**src/rtl/dds_i2c_scheduler.sv**
```systemverilog
// dds_i2c_scheduler: round-robin arbiter feeding NUM_CH DDS sample slots into one byte-level I2C write engine
//
// Ports:
//   clk, reset               single clock, synchronous active-high reset
//   sample_valid/_data/_ready per-channel one-entry holding slot (data of channel i at [8i+7:8i])
//   ch_addr                  7-bit slave address per channel, sampled at grant
//   byte_req/_start/_stop/_data  byte command to the I2C engine, held until byte_done
//   byte_done, byte_nack     engine completion pulse and ACK status
//   busy                     scheduler not idle
//   tx_done, err_valid, evt_ch   per-sample completion / drop report and its channel
//   drop_cnt                 saturating drop counter, present only with DDS_SCHED_STATS_EN defined
module dds_i2c_scheduler #(
    parameter int NUM_CH    = 2,
    parameter int MAX_RETRY = 3,
    parameter int RETRY_GAP = 16,
    localparam int CH_W     = (NUM_CH > 1) ? $clog2(NUM_CH) : 1
) (
    input  logic                  clk,
    input  logic                  reset,
    input  logic [NUM_CH-1:0]     sample_valid,
    input  logic [8*NUM_CH-1:0]   sample_data,
    output logic [NUM_CH-1:0]     sample_ready,
    input  logic [7*NUM_CH-1:0]   ch_addr,
    output logic                  byte_req,
    output logic                  byte_start,
    output logic                  byte_stop,
    output logic [7:0]            byte_data,
    input  logic                  byte_done,
    input  logic                  byte_nack,
    output logic                  busy,
    output logic                  tx_done,
    output logic                  err_valid,
`ifdef DDS_SCHED_STATS_EN
    output logic [15:0]           drop_cnt,
`endif
    output logic [CH_W-1:0]       evt_ch
);
    localparam int GW = $clog2(RETRY_GAP + 1);

    typedef enum logic [2:0] {IDLE, ARB, ADDR, DATA, RETRY} state_t;

    state_t            state, state_nx;
    logic [NUM_CH-1:0] pending;
    logic [7:0]        slot [NUM_CH];
    logic [CH_W-1:0]   last, grant, arb_sel, idx;
    logic [6:0]        addr_q, addr_sel;
    logic [7:0]        data_q;
    logic [3:0]        retry_cnt;
    logic [GW-1:0]     gap_cnt;
    logic              ack_done, nack_done, drop, clear, last_try;
    logic              req_d, start_d, stop_d, tx_d, err_d;
    logic [7:0]        data_d;

    assign ack_done     = byte_done & ~byte_nack;
    assign nack_done    = byte_done & byte_nack;
    assign last_try     = retry_cnt == 4'(MAX_RETRY);
    assign drop         = (state == RETRY) && last_try;
    assign clear        = ((state == DATA) && ack_done) || drop;
    assign sample_ready = ~pending;
    assign addr_sel     = ch_addr[7*int'(arb_sel) +: 7];

    // Scan downwards so the nearest pending index after 'last' is written last and wins.
    always_comb begin
        arb_sel = last;
        idx     = last;
        for (int k = NUM_CH; k >= 1; k--) begin
            idx = CH_W'((int'(last) + k) % NUM_CH);
            if (pending[idx]) arb_sel = idx;
        end
    end

    always_ff @(posedge clk) begin
        if (reset) state <= IDLE;
        else       state <= state_nx;
    end

    always_comb begin
        state_nx = state;
        case (state)
            IDLE:    state_nx = |pending ? ARB : IDLE;
            ARB:     state_nx = ADDR;
            ADDR:    state_nx = byte_done ? (byte_nack ? RETRY : DATA) : ADDR;
            DATA:    state_nx = byte_done ? (byte_nack ? RETRY : IDLE) : DATA;
            RETRY:   state_nx = drop ? IDLE : (gap_cnt == GW'(RETRY_GAP - 1)) ? ADDR : RETRY;
            default: state_nx = IDLE;
        endcase
    end

    // Outputs are registered from the next state so the byte command is valid on the same edge the FSM enters ADDR/DATA.
    always_comb begin
        req_d   = (state_nx == ADDR) || (state_nx == DATA);
        start_d = state_nx == ADDR;
        stop_d  = state_nx == DATA;
        data_d  = (state_nx == ADDR) ? {(state == ARB) ? addr_sel : addr_q, 1'b0} :
                  (state_nx == DATA) ? data_q : byte_data;
        tx_d    = (state == DATA) && ack_done;
        err_d   = ((state == ADDR) || (state == DATA)) && nack_done && last_try;
    end

    always_ff @(posedge clk) begin
        if (reset) begin
            pending   <= '0;
            last      <= CH_W'(NUM_CH - 1);
            grant     <= '0;
            addr_q    <= '0;
            data_q    <= '0;
            retry_cnt <= '0;
            gap_cnt   <= '0;
        end else begin
            for (int i = 0; i < NUM_CH; i++)
                if (sample_valid[i] && !pending[i]) begin
                    pending[i] <= 1'b1;
                    slot[i]    <= sample_data[8*i +: 8];
                end
            if (clear) begin
                pending[grant] <= 1'b0;
                last           <= grant;
            end
            if (state == ARB) begin
                grant     <= arb_sel;
                addr_q    <= addr_sel;
                data_q    <= slot[arb_sel];
                retry_cnt <= '0;
            end
            if (((state == ADDR) || (state == DATA)) && nack_done) gap_cnt <= '0;
            if (state == RETRY) gap_cnt <= gap_cnt + 1'b1;
            if ((state == RETRY) && (state_nx == ADDR)) retry_cnt <= retry_cnt + 4'd1;
        end
    end

    always_ff @(posedge clk) begin
        if (reset) begin
            byte_req   <= 1'b0;
            byte_start <= 1'b0;
            byte_stop  <= 1'b0;
            byte_data  <= '0;
            busy       <= 1'b0;
            tx_done    <= 1'b0;
            err_valid  <= 1'b0;
            evt_ch     <= '0;
        end else begin
            byte_req   <= req_d;
            byte_start <= start_d;
            byte_stop  <= stop_d;
            byte_data  <= data_d;
            busy       <= state_nx != IDLE;
            tx_done    <= tx_d;
            err_valid  <= err_d;
            if (tx_d || err_d) evt_ch <= grant;
        end
    end

`ifdef DDS_SCHED_STATS_EN
    always_ff @(posedge clk) begin
        if (reset)                         drop_cnt <= '0;
        else if (err_d && ~&drop_cnt)      drop_cnt <= drop_cnt + 16'd1;
    end
`endif

endmodule

```
**config.mk**
```make
export PLATFORM = sky130hd
export DESIGN_NAME = dds_i2c_scheduler
export DESIGN_NICKNAME = d
export VERILOG_FILES = /design/src/rtl/dds_i2c_scheduler.sv
export SDC_FILE = /design/constraint.sdc
export NUM_CORES = 1
export LEC_CHECK = 0
export ABC_AREA = 1
export CORE_AREA = 8 8 83 85
export DETAILED_ROUTE_END_ITERATION = 8
export DIE_AREA = 0 0 91 93
export PLACE_DENSITY = 0.79
export SETUP_SLACK_MARGIN = 0.02
export SYNTH_ARGS = -nofsm -noshare
export SYNTH_HDL_FRONTEND = slang
export SYNTH_SLANG_ARGS = --single-unit
```
**constraint.sdc**
```tcl
create_clock -name clk -period 2.27 [get_ports clk]
set_clock_uncertainty 0.1 [all_clocks]
set_input_delay 0.454 -clock clk [delete_from_list [all_inputs] [get_ports clk]]
set_output_delay 0.454 -clock clk [all_outputs]
set_load 0.05 [all_outputs]
```
==> key figures <==
Status
  • Outcome: finished clean

Min path
  • Hold depth: 2
  • Hold WC Path Type: reg2reg

Routing
  • Vias/cell: 4.97
  • Routed WL per cell: 13.3 um
  • Metal2 WL: 3.24 mm
  • Final ANT Viol Nets: 0
  • Routed wl met3: 273 um
  • First-pass DRT Iterations: 7
  • Drt drc: 0
  • Post-Route WL: 6.26 mm
  • Via count: 2339
  • Iter 0 DRT Violations: 133
  • Uppermost routed layer: met4
  • Metal-1 WL: 2.63 mm

Worst setup path
  • Critical Path End: sample_ready[1]
  • Worst Setup End Kind: output pin
  • R2R Setup Slk: 0.51 ns
  • Critical path data arrival time: 1.62 ns
  • Max FO, Critical Path: 4
  • RR Endpoint: retry_cnt[0]
  • CP max stage cell: clkdlybuf4s50_1
  • FF-to-FF path depth: 8
  • Critical path class: reg2out
  • Reg2reg start: gap_cnt[0]
  • Critical Path, Cell by Cell: inv_2, clkdlybuf4s50_1
  • Crit-path max cell delay: 0.83 ns
  • WP data required: 1.72 ns
  • Setup crit start kind: flop
  • Worst Setup SP: pending[1]

Clock tree
  • Sink Count: 62
  • CTS Hold Bufs: 0
  • Post-CTS Resized: 0
  • H-tree depth: 3
  • TritonCTS clock tree: yes
  • Clock transition at path regs: 0.06 ns
  • Skew-Pair Late Insertion Delay: 0.33 ns
  • Cts bufs inserted: 9
  • Post-CTS setup repair buffer count: 0
  • Root Driver: clkbuf_8
  • Max Buffers Root-to-Sink: 2

Floorplanning
  • Core box area: 5680 um^2
  • Site row count: 28
  • Die X: 91 um
  • Chip Height: 93 um
  • Initial core utilization: 48.3%
  • Ports: 53
  • Die area: 8460 um^2

Power
  • Max IR drop VDD: 0.358 mV
  • LEAKAGE: 1.50 nW
  • Final Power: 2.51 mW
  • Pwr/cell area: 717 nW/um^2

STA
  • Final worst-path cycle share: 95.7%
  • Unrepaired setup endpoints after global routing: no
  • Worst-Margin Slew: 0.513 ns
  • Slew Viols, Final: 0
  • Worst slew margin: 65.7%
  • Final hold vios: 0
  • Final setup fails: 0
  • Highest clock rate: 460 MHz
  • Post-layout min period: 2.17 ns
  • Setup TNS: 0 ns

Synth
  • Net Count, Synth: 371
  • Synth cell types: 28
  • Warnings, synthesis: 0
  • Syn avg cell area: 8.26 um^2
  • Cells after Synth: 332
  • Synthesized area: 2740 um^2
  • Synthesis-stage register bit count: 62
  • Sequential fraction of the synthesis area: 51.1%

Placed design
  • GP Congestion: 0.808
  • Port Buffers: 52
  • Detail Placement HPWL: 4.77 mm

Finish
  • Nets@finish: 430
  • Most frequent cells in the layout: nand2_1 (60), clkdlybuf4s50_1 (52), nand3_1 (51)
  • Fraction of layout cells with a size suffix above 1: 11.6%
  • Area Overhead vs Synth: 27.4%
  • Antenna fix cells: 0
  • Leading cell type in the layout, fill and taps excluded: nand2_1

Flow run
  • Max-cap violation count: 0

GRT
  • Initial antenna violation count: 0
  • First-pass GRT wire length: 10.4 mm
  • Remaining global-route overflow: 0
  • Vias in the first global route: 2306
  • Overall routing resource usage: 15.5%
  • Largest net degree at the start of global routing: 26
==> final cells by class <==
cell class | count | area (um^2)
fill | 507 | 2180
clock buffer | 14 | 153
timing repair buffer | 58 | 566
multi-input combinational | 206 | 1060
sequential | 62 | 1400
inverter | 54 | 205
tap | 75 | 93.8
clock inverter | 2 | 10.0
==> report_power, final <==
part | internal, mW | switching [mW]
Combinational | 0.172 | 0.275
Sequential | 1.21 | 0.0371
Clock | 0.424 | 0.389
Total | 1.80 | 0.701
==> layer usage <==
metal | up-vias | GRT usage [%]
met5 | - | 0
met3 | 12 | 4.09
met4 | 0 | 7.37
li1 | 1209 | -
met2 | 52 | 27.2
met1 | 1066 | 17.3
==> sequential cells by signal (all words and copies together), names as in the netlist, 2 cells and up <==
signal / cells
slot: 16
byte_data: 8
data_q: 8
addr_q: 7
gap_cnt: 5
retry_cnt: 4
state: 3
pending: 2
==> worst min path at each step <==
stage,slack [ns],startpoint,to
floorplan,0.34,gap_cnt[3],gap_cnt[3]
global placement,0.36,gap_cnt[3],gap_cnt[3]
detailed placement,0.36,gap_cnt[3],gap_cnt[3]
CTS,0.37,gap_cnt[3],gap_cnt[3]
global route,0.40,gap_cnt[3],gap_cnt[3]
finish,0.37,gap_cnt[3],gap_cnt[3]
==> critical path, delay by kind of cell, from the launching register on <==
kind,cells,cell delay (ns)
buf+inv,2,0.94
flops,1,0.35
==> per-stage QoR <==
step | cells | utilization [%] | hold slack [ns] | worst slack (ns) | instance area [um^2]
3_3_place_gp | 455 | 58.7 | 0.364 | 0.336 | 3330
3_5_place_dp | 455 | 58.7 | 0.364 | 0.295 | 3330
2_1_floorplan | 332 | - | 0.343 | 0.483 | 2740
5_1_grt | 471 | 61.6 | 0.396 | 0.0517 | 3490
4_1_cts | 471 | 61.6 | 0.374 | 0.0765 | 3490
6_report | 471 | 61.6 | 0.373 | 0.0978 | 3490
==> kinds of logic (layout without fill, tap and decap cells) <==
kind of cell / after synthesis / in the layout / share of synthesized area (%)
flip-flops: 62 / 62 / 51.1
adder cells (fa/ha/maj): 3 / 3 / 1.37
buffers and inverters: 64 / 128 / 10.0
AND/OR/NAND/NOR: 159 / 159 / 28.2
AO/OA/AOI/OAI: 44 / 44 / 9.31
==> cells in the mapped netlist <==
library cell   n  area [um^2]
o21ai_1        1         5.00
nand3_1       51          255
nand4_1        7         43.8
a211oi_1       1         7.51
a21oi_1       21          105
inv_1         45          169
o21ai_4        1         16.3
nand3_4        2         35.0
dfxtp_1       46          921
nand3_2        1         10.0
buf_2          5         25.0
buf_6          2         22.5
nor2_4         1         11.3
buf_4          3         22.5
nor2_2         3         18.8
nand2_1       60          225
nand2_4        2         22.5
edfxtp_1      16          480
o21ai_0       11         55.1
o22ai_1        1         6.26
nor3_1         1         5.00
inv_4          1         6.26
nor2_1        22         82.6
nand2_2        8         50.1
inv_2          8         30.0
nand4_2        1         12.5
o211ai_1       8         60.1
ha_1           3         37.5
No activity file was read; power rests on OpenSTA's default activity.
